$ cat config.mk
export PLATFORM = sky130hd
export DESIGN_NAME = uart_rx_framed_flat
export DESIGN_NICKNAME = d
export VERILOG_FILES = /design/src/rtl/uart_pkg.sv /design/src/rtl/uart_rx_framed_if.sv /design/src/rtl/uart_rx_sampler.sv /design/src/rtl/uart_rx_framed.sv /design/src/flat_wrapper.sv
export SDC_FILE = /design/constraint.sdc
export NUM_CORES = 1
export LEC_CHECK = 0
export ABC_AREA = 1
export BUFFER_PORTS_ARGS = -buffer_cell sky130_fd_sc_hd__buf_2
export CAP_MARGIN = 20
export CELL_PAD_IN_SITES_DETAIL_PLACEMENT = 1
export CELL_PAD_IN_SITES_GLOBAL_PLACEMENT = 1
export CORE_MARGIN = 5
export CORE_UTILIZATION = 35
export CTS_CLUSTER_SIZE = 14
export DETAILED_ROUTE_END_ITERATION = 10
export PLACE_DENSITY_LB_ADDON = 0.1
export SETUP_SLACK_MARGIN = 0.05
export SLEW_MARGIN = 15
export SYNTH_ARGS = -nofsm -noshare
export SYNTH_HDL_FRONTEND = slang
export SYNTH_SLANG_ARGS = --single-unit
$ cat constraint.sdc
create_clock -name clk -period 1.6 [get_ports clk]
set_clock_uncertainty 0.1 [all_clocks]
set_input_delay 0.08 -clock clk [delete_from_list [all_inputs] [get_ports clk]]
set_output_delay 0.08 -clock clk [all_outputs]
set_load 0.005 [all_outputs]
$ cat src/rtl/uart_pkg.sv
// rtl/uart_pkg.sv - shared types and helpers for the framed UART receiver
package uart_pkg;

  typedef enum logic [1:0] {
    PAR_NONE = 2'd0,
    PAR_ODD  = 2'd1,
    PAR_EVEN = 2'd2
  } parity_e;

  typedef enum logic [2:0] {
    ST_IDLE      = 3'd0,
    ST_START     = 3'd1,
    ST_DATA      = 3'd2,
    ST_PARITY    = 3'd3,
    ST_STOP      = 3'd4,
    ST_COMMIT    = 3'd5,
    ST_WAIT_HIGH = 3'd6
  } rx_state_e;

  function automatic int bit_ticks(input int clk_freq, input int baud);
    return clk_freq / baud;
  endfunction

endpackage

$ cat src/rtl/uart_rx_framed_if.sv
// rtl/uart_rx_framed_if.sv - received-word handshake between receiver and consumer
interface uart_rx_framed_if #(
  parameter int DATA_BITS = 8
);

  logic [DATA_BITS-1:0] rx_data;
  logic                 rx_valid;
  logic                 rx_ready;
  logic                 parity_err;
  logic                 frame_err;
  logic                 overrun;

  modport master (
    output rx_data, rx_valid, parity_err, frame_err, overrun,
    input  rx_ready
  );

  modport slave (
    input  rx_data, rx_valid, parity_err, frame_err, overrun,
    output rx_ready
  );

endinterface

$ cat src/rtl/uart_rx_sampler.sv
// rtl/uart_rx_sampler.sv - rxd synchroniser, bit-cell tick counter and 3-sample majority voter
module uart_rx_sampler #(
  parameter int BIT_TICKS   = 434,
  parameter int SYNC_STAGES = 2
) (
  input  logic clk,
  input  logic reset,
  input  logic rxd_i,
  input  logic clr_i,
  output logic rxs_o,
  output logic fall_o,
  output logic sample_strobe_o,
  output logic sample_bit_o
);

  localparam int HALF = BIT_TICKS / 2;
  localparam int TW   = $clog2(BIT_TICKS + 1);

  logic [SYNC_STAGES-1:0] sync_q;
  logic                   rxs_prev_q;
  logic [TW-1:0]          tick_q, tick_d;
  logic                   vote_a_q, vote_b_q;
  logic                   rxs;

  assign rxs = sync_q[SYNC_STAGES-1];

  always_comb begin
    tick_d = tick_q + TW'(1);
    if (clr_i || tick_q == TW'(BIT_TICKS - 1)) begin
      tick_d = '0;
    end
  end

  // Synchroniser loads idle-high so reset never looks like a start edge.
  always_ff @(posedge clk) begin
    if (reset) begin
      sync_q     <= '1;
      rxs_prev_q <= 1'b1;
      tick_q     <= '0;
      vote_a_q   <= 1'b1;
      vote_b_q   <= 1'b1;
    end else begin
      sync_q     <= {sync_q[SYNC_STAGES-2:0], rxd_i};
      rxs_prev_q <= rxs;
      tick_q     <= tick_d;
      if (tick_q == TW'(HALF - 1)) vote_a_q <= rxs;
      if (tick_q == TW'(HALF))     vote_b_q <= rxs;
    end
  end

  assign rxs_o           = rxs;
  assign fall_o          = rxs_prev_q & ~rxs;
  assign sample_strobe_o = (tick_q == TW'(HALF + 1));
  assign sample_bit_o    = (vote_a_q & vote_b_q) | (vote_a_q & rxs) | (vote_b_q & rxs);

endmodule

$ cat src/rtl/uart_rx_framed.sv
// rtl/uart_rx_framed.sv - UART receiver with parity/framing checks and valid/ready output
module uart_rx_framed
  import uart_pkg::*;
#(
  parameter int CLK_FREQ    = 100_000_000,
  parameter int BAUD_RATE   = 230400,
  parameter int DATA_BITS   = 8,
  parameter int PARITY      = 0,
  parameter int STOP_BITS   = 1,
  parameter int SYNC_STAGES = 2
) (
  input  logic             clk,
  input  logic             reset,
  input  logic             rxd,
  output logic             busy,
  uart_rx_framed_if.master rx
);

  localparam int      BIT_TICKS = bit_ticks(CLK_FREQ, BAUD_RATE);
  localparam int      BW        = $clog2(DATA_BITS + 1);
  localparam parity_e PAR_MODE  = parity_e'(PARITY);

  if (DATA_BITS < 5 || DATA_BITS > 9) begin : g_bad_data_bits
    $error("uart_rx_framed: DATA_BITS must be 5..9");
  end
  if (STOP_BITS < 1 || STOP_BITS > 2) begin : g_bad_stop_bits
    $error("uart_rx_framed: STOP_BITS must be 1..2");
  end
  if (BIT_TICKS < 8) begin : g_bad_bit_ticks
    $error("uart_rx_framed: BIT_TICKS must be at least 8");
  end
  if (SYNC_STAGES < 2) begin : g_bad_sync
    $error("uart_rx_framed: SYNC_STAGES must be at least 2");
  end

  logic rxs, fall, strobe, sbit, tick_clr, commit;

  uart_rx_sampler #(
    .BIT_TICKS  (BIT_TICKS),
    .SYNC_STAGES(SYNC_STAGES)
  ) u_sampler (
    .clk            (clk),
    .reset          (reset),
    .rxd_i          (rxd),
    .clr_i          (tick_clr),
    .rxs_o          (rxs),
    .fall_o         (fall),
    .sample_strobe_o(strobe),
    .sample_bit_o   (sbit)
  );

  rx_state_e            state_q, state_d;
  logic [DATA_BITS-1:0] shift_q, shift_d;
  logic [BW-1:0]        bit_cnt_q, bit_cnt_d;
  logic                 perr_acc_q, perr_acc_d;
  logic                 ferr_acc_q, ferr_acc_d;
  logic [DATA_BITS-1:0] data_q, data_d;
  logic                 valid_q, valid_d;
  logic                 perr_q, perr_d;
  logic                 ferr_q, ferr_d;
  logic                 ovr_q, ovr_d;
  logic                 par_calc;

  assign par_calc = ^{shift_q, sbit};

  always_ff @(posedge clk) begin
    if (reset) state_q <= ST_IDLE;
    else       state_q <= state_d;
  end

  always_comb begin
    state_d = state_q;
    case (state_q)
      ST_IDLE:   if (fall) state_d = ST_START;
      ST_START:  if (strobe) state_d = sbit ? ST_IDLE : ST_DATA;
      ST_DATA:
        if (strobe && bit_cnt_q == BW'(DATA_BITS - 1)) begin
          state_d = (PAR_MODE != PAR_NONE) ? ST_PARITY : ST_STOP;
        end
      ST_PARITY: if (strobe) state_d = ST_STOP;
      ST_STOP:   if (strobe && bit_cnt_q == BW'(STOP_BITS - 1)) state_d = ST_COMMIT;
      // A low stop bit may be a break; hold off re-arming until the line is high.
      ST_COMMIT: state_d = ferr_acc_q ? ST_WAIT_HIGH : ST_IDLE;
      ST_WAIT_HIGH: if (rxs) state_d = ST_IDLE;
      default:   state_d = ST_IDLE;
    endcase
  end

  always_comb begin
    busy     = (state_q != ST_IDLE);
    tick_clr = (state_q == ST_IDLE) && fall;
    commit   = (state_q == ST_COMMIT);
  end

  always_comb begin
    shift_d    = shift_q;
    bit_cnt_d  = bit_cnt_q;
    perr_acc_d = perr_acc_q;
    ferr_acc_d = ferr_acc_q;
    case (state_q)
      ST_START: begin
        bit_cnt_d  = '0;
        perr_acc_d = 1'b0;
        ferr_acc_d = 1'b0;
      end
      ST_DATA:
        if (strobe) begin
          shift_d   = {sbit, shift_q[DATA_BITS-1:1]};
          bit_cnt_d = (bit_cnt_q == BW'(DATA_BITS - 1)) ? '0 : bit_cnt_q + BW'(1);
        end
      ST_PARITY:
        if (strobe) perr_acc_d = (PAR_MODE == PAR_ODD) ? ~par_calc : par_calc;
      ST_STOP:
        if (strobe) begin
          bit_cnt_d = bit_cnt_q + BW'(1);
          if (!sbit) ferr_acc_d = 1'b1;
        end
      default: ;
    endcase
  end

  // A commit against an unaccepted word drops the new frame and flags overrun.
  always_comb begin
    data_d  = data_q;
    valid_d = valid_q;
    perr_d  = perr_q;
    ferr_d  = ferr_q;
    ovr_d   = 1'b0;
    if (commit) begin
      if (!valid_q || rx.rx_ready) begin
        data_d  = shift_q;
        perr_d  = perr_acc_q;
        ferr_d  = ferr_acc_q;
        valid_d = 1'b1;
      end else begin
        ovr_d = 1'b1;
      end
    end else if (valid_q && rx.rx_ready) begin
      valid_d = 1'b0;
    end
  end

  always_ff @(posedge clk) begin
    if (reset) begin
      shift_q    <= '0;
      bit_cnt_q  <= '0;
      perr_acc_q <= 1'b0;
      ferr_acc_q <= 1'b0;
      data_q     <= '0;
      valid_q    <= 1'b0;
      perr_q     <= 1'b0;
      ferr_q     <= 1'b0;
      ovr_q      <= 1'b0;
    end else begin
      shift_q    <= shift_d;
      bit_cnt_q  <= bit_cnt_d;
      perr_acc_q <= perr_acc_d;
      ferr_acc_q <= ferr_acc_d;
      data_q     <= data_d;
      valid_q    <= valid_d;
      perr_q     <= perr_d;
      ferr_q     <= ferr_d;
      ovr_q      <= ovr_d;
    end
  end

  assign rx.rx_data    = data_q;
  assign rx.rx_valid   = valid_q;
  assign rx.parity_err = perr_q;
  assign rx.frame_err  = ferr_q;
  assign rx.overrun    = ovr_q;

endmodule

$ cat src/flat_wrapper.sv
// flat-port wrapper written by rule: the top's interface ports become plain ports
module uart_rx_framed_flat import uart_pkg::*;
#(
  parameter int CLK_FREQ    = 100_000_000,
  parameter int BAUD_RATE   = 230400,
  parameter int DATA_BITS   = 8,
  parameter int PARITY      = 0,
  parameter int STOP_BITS   = 1,
  parameter int SYNC_STAGES = 2
)
  (clk, reset, rxd, busy, rx_rx_data, rx_rx_valid, rx_parity_err, rx_frame_err, rx_overrun, rx_rx_ready);
  uart_rx_framed_if #(.DATA_BITS(DATA_BITS)) rx_i ();
  input  logic clk;
  input  logic reset;
  input  logic rxd;
  output logic busy;
  output wire logic [$bits(rx_i.rx_data)-1:0] rx_rx_data;
  output wire logic [$bits(rx_i.rx_valid)-1:0] rx_rx_valid;
  output wire logic [$bits(rx_i.parity_err)-1:0] rx_parity_err;
  output wire logic [$bits(rx_i.frame_err)-1:0] rx_frame_err;
  output wire logic [$bits(rx_i.overrun)-1:0] rx_overrun;
  input wire logic [$bits(rx_i.rx_ready)-1:0] rx_rx_ready;
  assign rx_rx_data = rx_i.rx_data;
  assign rx_rx_valid = rx_i.rx_valid;
  assign rx_parity_err = rx_i.parity_err;
  assign rx_frame_err = rx_i.frame_err;
  assign rx_overrun = rx_i.overrun;
  assign rx_i.rx_ready = rx_rx_ready;
  uart_rx_framed #(.CLK_FREQ(CLK_FREQ), .BAUD_RATE(BAUD_RATE), .DATA_BITS(DATA_BITS), .PARITY(PARITY), .STOP_BITS(STOP_BITS), .SYNC_STAGES(SYNC_STAGES)) u_core (.clk(clk), .reset(reset), .rxd(rxd), .busy(busy), .rx(rx_i));
endmodule
* After elaboration in Yosys (flattened, before gate mapping)
Cells that the tools add are included.
Storage, ports and cells: register bits 43, bits of input ports 4, output and inout port bits 13, word-level logic and storage cells 92
Cells by class: add/subtract/negate cells 2, equality and inequality tests 21, mux-type cells 22, bitwise logic cells 8, reduce and logical (&&, ||, !) cells 24
Operators by type and width (number):
- == test 9 x 8 -> 1 bit, second input constant | 3
- two-way mux 3 bit | 7
- case mux 3 bit (7 select lines) | 1
- inequality test 2 x 1 -> 1 bit, second input constant | 7
- two-way mux 4 bit | 3
- case mux 4 bit (3 select lines) | 1
- adder 9 x 1 -> 9 bit, second input constant | 1
- == test 3 bit, second input constant | 3
- == test 9 bit, second input constant | 1
- parity 9 bit | 1
- AND reduction 2 bit | 4
- two-way mux 1 bit | 7
- == test 3 x 2 -> 1 bit, second input constant | 2
- inequality test 2 bit, second input constant | 3
- AND reduction 3 bit | 2
- AND reduction 6 bit | 1
- nonzero test 2 bit | 3
- nonzero test 3 bit | 2
- adder 4 x 1 -> 4 bit, second input constant | 1
- AND 1 bit | 4
- == test 4 x 3 -> 1 bit, second input constant | 1
- logical AND 1 bit | 4
- zero test 4 bit | 1
- case mux 1 bit (2 select lines) | 2
- other kinds (8) | 12

* Depth between registers and ports, before layout
Gate-level depths: netlist of the first run.
depth after elaboration 6, gate-level depth with buffers 11, mapped depth without buffers 11

* Cells and area by module
A second synthesis of the first run with hierarchy kept.
Second synthesis, totals: cells, all modules 315, area, all modules 2139.6 sq um
Modules (own cells, without submodules):
- uart_rx_framed | times used 1, cells each 217, area each 1445.1 sq um, seq. area each 580.6 sq um
- uart_rx_sampler | times used 1, cells each 98, area each 694.4 sq um, seq. area each 280.3 sq um

* Worst setup path after synthesis of the first run
OpenSTA, ideal clock, no wires.
path kind register to register, from register u_core.u_sampler.tick_q[0], to register u_core.shift_q[7], arrival 1.247 ns, data required time 1.367 ns, slack 0.120 ns, stages on the path, launching flop included 11, buffers on the path 1, period minus slack after synthesis 1.480 ns, cells stage by stage dfxtp_1 inv_1 ha_1 inv_1 nor2_1 nand2_4 inv_2 nand3_4 buf_6 nor2_1 a211oi_2
On the way: cells in the longest elaborated chain, start to end 2
Ends and longest elaborated chain:
- start: declaration | line uart_rx_sampler.sv:21 | logic [TW-1:0] tick_q, tick_d;
- start signal: assignment | line uart_rx_sampler.sv:45 | tick_q <= tick_d;
- == test 9 x 8 -> 1 bit | line uart_rx_sampler.sv:53 | assign sample_strobe_o = (tick_q == TW'(HALF + 1));
- AND reduction 2 bit (no source line)
- end signal: assignment | line uart_rx_framed.sv:155 | shift_q <= shift_d;
- end: declaration | line uart_rx_framed.sv:53 | logic [DATA_BITS-1:0] shift_q, shift_d;
Every way passes these cells. A chain may end at the register's enable or synchronous reset.

* Worst setup path in the final report of the first run
from register u_core.u_sampler.tick_q[7], to register u_core.shift_q[4]
The elaborated chain is that of the path after synthesis.

==> results of run 1 <==
final cells by class:
| type | count | share of cell area |
|---|---|---|
| clock buffers | 6 | 0.03001 |
| repair buffers | 39 | 0.09959 |
| multi-input cells | 191 | 0.4411 |
| inverters | 41 | 0.05957 |
| well taps | 75 | 0.03411 |
| clock inverters | 2 | 0.01273 |
| flip-flops and latches | 43 | 0.3229 |
registers in the layout, indices dropped and copies added, names as in the netlist, 2 cells and up:
register                 count
u_core.shift_q               8
u_core.rx.rx_data            8
u_core.u_sampler.sync_q      2
u_core.bit_cnt_q             4
u_core.state_q               3
u_core.u_sampler.tick_q      9
logic make-up (layout without fill, tap and decap cells):
group	count (synthesis)	in the layout	synth area share
AND/OR/NAND/NOR	126	127	0.2982
XOR/XNOR	1	1	0.004243
buffers and inverters	46	88	0.09151
adder cells (fa/ha/maj)	6	6	0.03636
flip-flops	43	43	0.4170
AO/OA/AOI/OAI	57	57	0.1527
where the power goes:
part           switching (W)  internal (W)
Clock               0.000397      0.000506
Combinational       0.000999      0.000676
Sequential          0.000159       0.00122
Total                0.00155       0.00240
worst paths after layout:
kind                                          from                                     to  cells after the start
max          u_core.u_sampler.tick_q[7]$_SDFF_PP0_         u_core.shift_q[4]$_SDFFE_PP0P_                      7
min                                          reset         u_core.perr_acc_q$_SDFFE_PP0P_                      2
max reg2reg  u_core.u_sampler.tick_q[7]$_SDFF_PP0_         u_core.shift_q[4]$_SDFFE_PP0P_                      7
min reg2reg  u_core.u_sampler.sync_q[0]$_SDFF_PP1_  u_core.u_sampler.sync_q[1]$_SDFF_PP1_                      1
metal layers:
layer | routed length, um | global-route usage | vias to the layer above | part of all wire
met3 | 137 | 0.02567 | 9 | 0.025
met5 | 0 | 0 | - | 0
met1 | 2634 | 0.1920 | 914 | 0.47
li1 | - | - | 999 | -
met4 | 102 | 0.05524 | 0 | 0.018
met2 | 2675 | 0.2367 | 17 | 0.48
per-stage QoR:
step	setup TNS (ns)	area, um2	power [W]	hold slack, ns
2_1_floorplan	0	2064	0.002147	0.08381
3_3_place_gp	0	2291	0.002442	0.1639
3_5_place_dp	-0.05057	2291	0.002469	0.1680
4_1_cts	0	2444	0.003408	0.02033
5_1_grt	-0.05927	2751	0.004228	0.04543
6_report	0	2751	0.003954	0.02270
cells in the mapped netlist:
library cell / count
a211oi_1: 2
a211oi_2: 1
a21oi_1: 28
a31oi_1: 1
buf_2: 1
buf_6: 2
clkbuf_1: 2
dfxtp_1: 43
ha_1: 6
inv_1: 37
inv_2: 4
nand2_1: 53
nand2_2: 5
nand2_4: 2
nand3_1: 20
nand3_4: 1
nand4_1: 3
nor2_1: 26
nor2_2: 1
nor2_4: 2
nor3_1: 4
nor3_2: 1
nor3_4: 1
nor3b_1: 3
nor3b_2: 1
nor4_1: 1
o211ai_1: 1
o21ai_0: 19
o21ai_1: 3
o21ai_2: 1
o221ai_2: 1
or2_2: 2
xnor2_1: 1
repair_timing:
action | in CTS | in global routing
pin swaps | 1 | 12
cloned | 1 | 0
setup endpoints to repair | 14 | 25
buffers inserted | 0 | 11
endpoints found under the hold margin | 2 | 0
hold buffers | 2 | 0
resized for setup | 7 | 72
==> run summary, run 1 <==
status = finished, final reports clean
total core area = 0.005816 mm2
first-pass GRT wire length = 8.818 mm
Ant. Diodes = 0
worst path bufs/invs = 1
Clk Tree Root Cell = clkbuf_8
initial antenna violation count = 0
largest net degree at the start of global routing = 20
H-tree depth = 2
FF-to-FF setup slack = 0.09 ns
drt first pass iters = 4
commonest non-fill, non-tap cell in the layout = nand2_1
area leader, netlist = dfxtp_1
Post-Route WL = 5.550 mm
Final Critical Period = 1.506 ns
top cells by area, synth = dfxtp_1 (42%), nand2_1 (9.6%), a21oi_1 (6.8%), inv_1 (6.7%), nand3_1 (4.8%)
Placed Cells = 375
# fillers = 736
crit end category = flip-flop
Max Buffers Root-to-Sink = 2
area of the multi-input gates = 0.001214 mm2
worst-path cell chain = nand2_2, nor3_4, nand2_4, inv_4, nand3_4, o21ai_2, a21oi_2
Hold Crit Class = in -> reg
synthesized instance count = 279
crit-path max FO = 8
peak supply drop = 0.9606 mV
GP Congestion = 0.7993
drt wl/cell = 13.98 um
DRC = 0
Final setup viols = 0
Seq cells post-synth = 43
count of pins over their slew limit = 0
Final Util = 0.4731
syn avg cell area = 7.400 um2
Yosys warnings = 0
layout cells sized above 1 = 0.3540
Num Clock Sinks = 43
sequential fraction of the synthesis area = 0.4170
Final Hold Violating Endpoints = 0
Crit path max-delay family = simple AND/OR/NAND/NOR gates
critical path class = reg -> reg
library cells used by synthesis = 33
Leak Pwr = 1.164 nW
Worst path max stage delay = 0.35 ns
Port Buffers = 16
worst setup margin = 0.09433 ns
post-synth top area share = 0.4170
register area = 888.4 um2
Final Non-Filler Cells = 397
commonest non-fill, non-tap cells in the layout = nand2_1 (47), dfxtp_1 (33), inv_1 (31), a21oi_1 (26), buf_4 (19)
Syn-to-layout area delta = 33.27%
Post-Place Setup Slack = -0.02414 ns
vias in the first global route = 1937
die area = 0.007534 mm2
DP HPWL = 3.655 mm
Clk pin slew, worst setup/hold paths = 0.09 ns
Global Route Usage Sum = 0.1458
clk_lat worst skew = 0.30 ns
CTS tree = done
Initial Util = 0.3550
pwr dens = 1437 mW/mm2
syn_nets = 289
I/O pins = 17
Iter 0 DRT Violations = 45
grt total ovfl = 0
CTS buffer count = 5
slew margin rel. = 0.7662
final period utilization = 0.9410
Die X-Extent = 86.80 um
Final #Nets = 331
Final ANT Viol Nets = 0
CP startpoint kind = flip-flop
num rows = 28
CP max-delay cell = dfxtp_1
WP data arrival = 1.60 ns
Post-Synthesis Cell Area = 0.002064 mm2
Max-Cap Viols = 0
Vias/cell = 4.884
f_max = 0.6642 GHz
worst-margin pin slew = 0.3478 ns
chip height = 86.80 um
via count = 1939
unrepaired setup endpoints after global routing = true
Req. time, crit path = 1.69 ns
No activity file was read; power rests on OpenSTA's default activity.
==> run 2: changes to the inputs <==
==> constraint.sdc (replaced) <==
create_clock -name clk -period 1.75 [get_ports clk]
set_clock_uncertainty 0.1 [all_clocks]
set_input_delay 0.0875 -clock clk [delete_from_list [all_inputs] [get_ports clk]]
set_output_delay 0.0875 -clock clk [all_outputs]
set_load 0.005 [all_outputs]
==> run summary, run 2 (synthesis gave the netlist of run 1 again) <==
status = finished, final reports clean (unchanged)
Port Buffers = 16 (unchanged)
pwr dens = 1219 mW/mm2 (was 1437 mW/mm2)
initial antenna violation count = 0 (unchanged)
final hold slack = 0.01715 ns (was 0.02270 ns)
CP dominant cell by count = inv_1
worst-margin pin slew = 0.3256 ns (was 0.3478 ns)
Final setup viols = 0 (unchanged)
switching power share of the total = 0.3926 (was 0.3932)
drt wl/cell = 12.73 um (was 13.98 um)
Final Hold Violating Endpoints = 0 (unchanged)
CTS buffer count = 5 (unchanged)
CTS tree = done (unchanged)
met3 WL = 140 um (was 137 um)
Final #Nets = 318 (was 331)
Final Critical Period = 1.602 ns (was 1.506 ns)
CP startpoint kind = flip-flop (unchanged)
Biggest register = u_core.u_sampler.tick_q (unchanged)
Global Route Usage Sum = 0.1357 (was 0.1458)
DRT met1 WL = 2.390 mm (was 2.634 mm)
largest net degree at the start of global routing = 20 (unchanged)
I/O pins = 17 (unchanged)
peak supply drop = 0.5314 mV (was 0.9606 mV)
# fillers = 759 (was 736)
Worst path max stage delay = 0.35 ns (about the same)
first-pass GRT wire length = 8.155 mm (was 8.818 mm)
Ant. Diodes = 0 (unchanged)
final period utilization = 0.9156 (was 0.9410)
grt total ovfl = 0 (unchanged)
f_max = 0.6241 GHz (was 0.6642 GHz)
CP max-delay cell = dfxtp_1 (unchanged)
Clk Tree Root Cell = clkbuf_8 (unchanged)
DP HPWL = 3.498 mm (was 3.655 mm)
DRC = 0 (unchanged)
internal power = 0.001793 W (was 0.002399 W)
Iter 0 DRT Violations = 40 (was 45)
setup TNS = 0 ns (unchanged)
FF-to-FF setup slack = 0.15 ns (was 0.09 ns)
GP Congestion = 0.8208 (was 0.7993)
die area = 0.007534 mm2 (unchanged)
Final ANT Viol Nets = 0 (unchanged)
critical path class = reg -> reg (unchanged)
post-route cell area = 0.002422 mm2 (was 0.002751 mm2)
chip height = 86.80 um (unchanged)
Req. time, crit path = 1.83 ns (was 1.69 ns)
Syn-to-layout area delta = 17.33% (was 33.27%)
Placed Cells = 369 (was 375)
Max-Cap Viols = 0 (unchanged)
register area = 865.8 um2 (was 888.4 um2)
crit end category = flip-flop (unchanged)
Vias/cell = 4.677 (was 4.884)
Hold Crit Class = in -> reg (unchanged)
total power = 0.002953 W (was 0.003954 W)
sequential power share = 0.401 (was 0.348)
clk_lat worst skew = 0.29 ns (was 0.30 ns)
crit-path max FO = 8 (unchanged)
max reg flops = 9 (unchanged)
H-tree depth = 2 (unchanged)
area of the multi-input gates = 0.001057 mm2 (was 0.001214 mm2)
vias in the first global route = 1793 (was 1937)
WP data arrival = 1.68 ns (was 1.60 ns)
Post-DP Area = 0.002233 mm2 (was 0.002291 mm2)
commonest non-fill, non-tap cell in the layout = nand2_1 (unchanged)
total core area = 0.005816 mm2 (unchanged)
Final Non-Filler Cells = 384 (was 397)
via count = 1796 (was 1939)
Die X-Extent = 86.80 um (unchanged)
Num Clock Sinks = 43 (unchanged)
Post-Route WL = 4.889 mm (was 5.550 mm)
Leak Pwr = 1.035 nW (was 1.164 nW)
Max Buffers Root-to-Sink = 2 (unchanged)
count of pins over their slew limit = 0 (unchanged)
worst-path cell chain = inv_1, ha_1, inv_1, nor2_2, nand2_4, inv_2, nand3_4, o21ai_0, a21oi_1 (was nand2_2, nor3_4, nand2_4, inv_4, nand3_4, o21ai_2, a21oi_2)
unrepaired setup endpoints after global routing = true (unchanged)
Net Sw Power = 0.001159 W (was 0.001555 W)
clock share of power = 0.207 (was 0.228)
Clk pin slew, worst setup/hold paths = 0.08 ns (was 0.09 ns)
num rows = 28 (unchanged)
Initial Util = 0.3550 (unchanged)
combinational power share = 0.391 (was 0.424)
commonest non-fill, non-tap cells in the layout = nand2_1 (53), dfxtp_1 (39), inv_1 (37), a21oi_1 (28), nor2_1 (23) (was nand2_1 (47), dfxtp_1 (33), inv_1 (31), a21oi_1 (26), buf_4 (19))
layout cells sized above 1 = 0.2071 (was 0.3540)
DR WL met2 = 2.316 mm (was 2.675 mm)
slew margin rel. = 0.7811 (was 0.7662)
Top Layer Used = met4 (unchanged)
drt first pass iters = 4 (unchanged)
==> run 2: cell count changes in the layout (fill, tap and decap cells not counted), moves of 3 or more <==
cell | previous run | this run
dfxtp_4 | 6 | 0
ha_4 | 3 | 0
inv_2 | 7 | 4
dfxtp_1 | 33 | 39
ha_1 | 3 | 6
nand2_4 | 6 | 2
nand2_1 | 47 | 53
o21ai_0 | 11 | 15
nor2_4 | 7 | 2
inv_1 | 31 | 37
buf_4 | 19 | 8
nor2_1 | 16 | 23
==> run 2: worst paths after layout <==
path                            cells past startpoint                                  start                                    end
worst max-delay path                                9  u_core.u_sampler.tick_q[0]$_SDFF_PP0_         u_core.shift_q[0]$_SDFFE_PP0P_
worst min-delay path                                4                            rx_rx_ready           u_core.rx.overrun$_SDFF_PP0_
worst max register to register                      9  u_core.u_sampler.tick_q[0]$_SDFF_PP0_         u_core.shift_q[0]$_SDFFE_PP0P_
worst min register to register                      1  u_core.u_sampler.sync_q[0]$_SDFF_PP1_  u_core.u_sampler.sync_q[1]$_SDFF_PP1_
==> run 2: area by class of cell <==
class,count,area share
multi-input cells,191,0.4365
flip-flops and latches,43,0.3574
repair buffers,26,0.07025
inverters,41,0.06353
well taps,75,0.03874
clock buffers,7,0.03151
clock inverters,1,0.002066
==> run 2: per-stage QoR <==
| stage | utilization | setup WS [ns] |
|---|---|---|
| 3_5_place_dp | 0.3840 | 0.08814 |
| 6_report | 0.4165 | 0.1477 |
| 2_1_floorplan | - | 0.2703 |
| 3_3_place_gp | 0.3840 | 0.1452 |
| 4_1_cts | 0.3997 | 0.06093 |
| 5_1_grt | 0.4165 | 0.01419 |
==> run 2: timing repair <==
action,in CTS,in global routing
buffers inserted,0,5
gates resized for setup,0,15
hold endpoints to repair,1,0
hold buffers,1,0
endpoints found under the setup margin,0,25
==> run 2: per-layer routing <==
metal  vias to the layer above  track usage
li1                        963            -
met1                       810       0.1778
met2                        21       0.2202
met3                         2      0.02852
met4                         0      0.04674
met5                         -            0
==> run 2: critical path, delay by kind of cell, from the launching register on <==
kind                       cells  cell delay [ns]
AOI/OAI and AO/OA              2             0.23
adders and majority gates      1             0.15
DFF                            1             0.35
and+or+nand+nor                3             0.38
buffers and inverters          3             0.28
==> run 2: power by group through the flow <==
| stage | sequential, W | clock, W | combinational, W |
|---|---|---|---|
| final | 0.00119 | 0.000612 | 0.00116 |
| after CTS | 0.00117 | 0.000649 | 0.00103 |
| after global routing | 0.00120 | 0.000691 | 0.00133 |
| after detailed placement | 0.00119 | 0 | 0.00102 |
| after global placement | 0.00119 | 0 | 0.00102 |
| after floorplan | 0.00117 | 0 | 0.000790 |
==> run 3: changes to the inputs <==
--- a/config.mk
+++ b/config.mk
@@ -15,8 +15,10 @@
 export CTS_CLUSTER_SIZE = 14
 export DETAILED_ROUTE_END_ITERATION = 10
 export PLACE_DENSITY_LB_ADDON = 0.1
+export RECOVER_POWER = 100
 export SETUP_SLACK_MARGIN = 0.05
 export SLEW_MARGIN = 15
 export SYNTH_ARGS = -nofsm -noshare
 export SYNTH_HDL_FRONTEND = slang
 export SYNTH_SLANG_ARGS = --single-unit
+export TNS_END_PERCENT = 30
==> run summary, run 3 (synthesis gave the netlist of run 1 again) <==
slew margin rel. = 0.7839 (was 0.7811)
# fillers = 760 (was 759)
first-pass GRT wire length = 8.155 mm (unchanged)
status = finished, final reports clean (unchanged)
Vias/cell = 4.669 (was 4.677)
grt total ovfl = 0 (unchanged)
Post-Route WL = 4.900 mm (was 4.889 mm)
Die X-Extent = 86.80 um (unchanged)
max reg flops = 9 (unchanged)
worst path bufs/invs = 3 (unchanged)
Max-Cap Viols = 0 (unchanged)
crit-path max FO = 8 (unchanged)
Syn-to-layout area delta = 16.42% (was 17.33%)
H-tree depth = 2 (unchanged)
Iter 0 DRT Violations = 38 (was 40)
Clk pin slew, worst setup/hold paths = 0.08 ns (about the same)
vias in the first global route = 1793 (unchanged)
Biggest register = u_core.u_sampler.tick_q (unchanged)
largest net degree at the start of global routing = 20 (unchanged)
unrepaired setup endpoints after global routing = true (unchanged)
DRC = 0 (unchanged)
commonest non-fill, non-tap cells in the layout = nand2_1 (53), dfxtp_1 (39), inv_1 (37), a21oi_1 (28), nor2_1 (24) (was nand2_1 (53), dfxtp_1 (39), inv_1 (37), a21oi_1 (28), nor2_1 (23))
Final Hold Violating Endpoints = 0 (unchanged)
num rows = 28 (unchanged)
Num Clock Sinks = 43 (unchanged)
Initial Util = 0.3550 (unchanged)
crit end category = flip-flop (unchanged)
DP HPWL = 3.498 mm (unchanged)
Final #Nets = 318 (unchanged)
Ant. Diodes = 0 (unchanged)
CTS buffer count = 5 (unchanged)
pwr dens = 1215 mW/mm2 (was 1219 mW/mm2)
drt wl/cell = 12.76 um (was 12.73 um)
Final ANT Viol Nets = 0 (unchanged)
Final Non-Filler Cells = 384 (unchanged)
worst-path cell chain = inv_1, ha_1, inv_1, nor2_2, nand2_4, inv_2, nand3_4, o21ai_0, a21oi_1 (unchanged)
CP max-delay cell = dfxtp_1 (unchanged)
Req. time, crit path = 1.83 ns (about the same)
chip height = 86.80 um (unchanged)
drt first pass iters = 4 (unchanged)
setup TNS = 0 ns (unchanged)
CP dominant cell by count = inv_1 (unchanged)
I/O pins = 17 (unchanged)
Crit path max-delay family = simple AND/OR/NAND/NOR gates (unchanged)
Placed Cells = 369 (unchanged)
f_max = 0.6223 GHz (was 0.6241 GHz)
Max Buffers Root-to-Sink = 2 (unchanged)
peak supply drop = 0.5302 mV (was 0.5314 mV)
final period utilization = 0.9183 (was 0.9156)
Worst path max stage delay = 0.35 ns (about the same)
initial antenna violation count = 0 (unchanged)
Clk Tree Root Cell = clkbuf_8 (unchanged)
WP data arrival = 1.69 ns (was 1.68 ns)
clk_lat worst skew = 0.29 ns (about the same)
Hold Crit Class = in -> reg (unchanged)
GP Congestion = 0.8208 (unchanged)
worst-margin pin slew = 0.3215 ns (was 0.3256 ns)
CTS tree = done (unchanged)
Final setup viols = 0 (unchanged)
via count = 1793 (was 1796)
total core area = 0.005816 mm2 (unchanged)
Final Critical Period = 1.607 ns (was 1.602 ns)
CP startpoint kind = flip-flop (unchanged)
Final Util = 0.4133 (was 0.4165)
die area = 0.007534 mm2 (unchanged)
Leak Pwr = 1.000 nW (was 1.035 nW)
count of pins over their slew limit = 0 (unchanged)
Global Route Usage Sum = 0.1357 (unchanged)
Port Buffers = 16 (unchanged)
critical path class = reg -> reg (unchanged)
layout cells sized above 1 = 0.1812 (was 0.2071)
commonest non-fill, non-tap cell in the layout = nand2_1 (unchanged)
[run 3: cell count changes in the layout (fill, tap and decap cells not counted), sizes merged]
cell    delta
buf        -9
clkbuf     +9
[run 3: final cells by class]
class / instances / area (um2) / area share
Timing Repair Buffer: 26 / 158.9 / 0.06611
Clock buffer: 7 / 76.32 / 0.03175
Inverter: 41 / 153.9 / 0.06403
Multi-Input combinational cell: 191 / 1050 / 0.4368
Clock inverter: 1 / 5.005 / 0.002082
Sequential cell: 43 / 865.8 / 0.3602
Tap cell: 75 / 93.84 / 0.03904
[run 3: report_power, final]
group / internal [W] / switching [W]
Sequential: 0.00109 / 0.0000935
Clock: 0.000281 / 0.000334
Combinational: 0.000405 / 0.000720
[run 3: final timing paths]
path / startpoint / end / slack, ns / cells after the start
max: u_core.u_sampler.tick_q[0]$_SDFF_PP0_ / u_core.shift_q[0]$_SDFFE_PP0P_ / 0.14 / 9
min: rx_rx_ready / u_core.rx.overrun$_SDFF_PP0_ / 0.01 / 4
max reg2reg: u_core.u_sampler.tick_q[0]$_SDFF_PP0_ / u_core.shift_q[0]$_SDFFE_PP0P_ / 0.14 / 9
min reg2reg: u_core.u_sampler.sync_q[0]$_SDFF_PP1_ / u_core.u_sampler.sync_q[1]$_SDFF_PP1_ / 0.32 / 1
[run 3: tightest hold or removal path, cell delays in order]
cell,delay [ns]
buf_2,0.08
nor2_1,0.07
inv_1,0.07
nor3_1,0.05
[run 3: layer usage]
metal  up-vias  share of wire  GRT usage
li1        964              -          -
met2        14           0.47     0.2202
met3         2          0.024    0.02852
met4         0         0.0086    0.04674
met1       813           0.50     0.1778
met5         -              0          0
[run 3: per-stage QoR]
stage	worst slack (ns)	area, um2	hold slack (ns)	total power, W
after floorplan	0.2703	2064	0.09131	0.001963
after global placement	0.1452	2233	0.1712	0.002204
after detailed placement	0.08814	2233	0.1738	0.002212
after CTS	0.06093	2325	0.006942	0.002845
after global routing	0.01559	2404	0.04365	0.003188
final	0.1430	2404	0.01342	0.002921
[run 3: repair_timing]
action                     in CTS  in global routing
hold endpoints to repair        1                  0
gates resized for setup         0                 15
buffers inserted                0                  5
hold buffers                    1                  0
setup endpoints to repair       0                 25
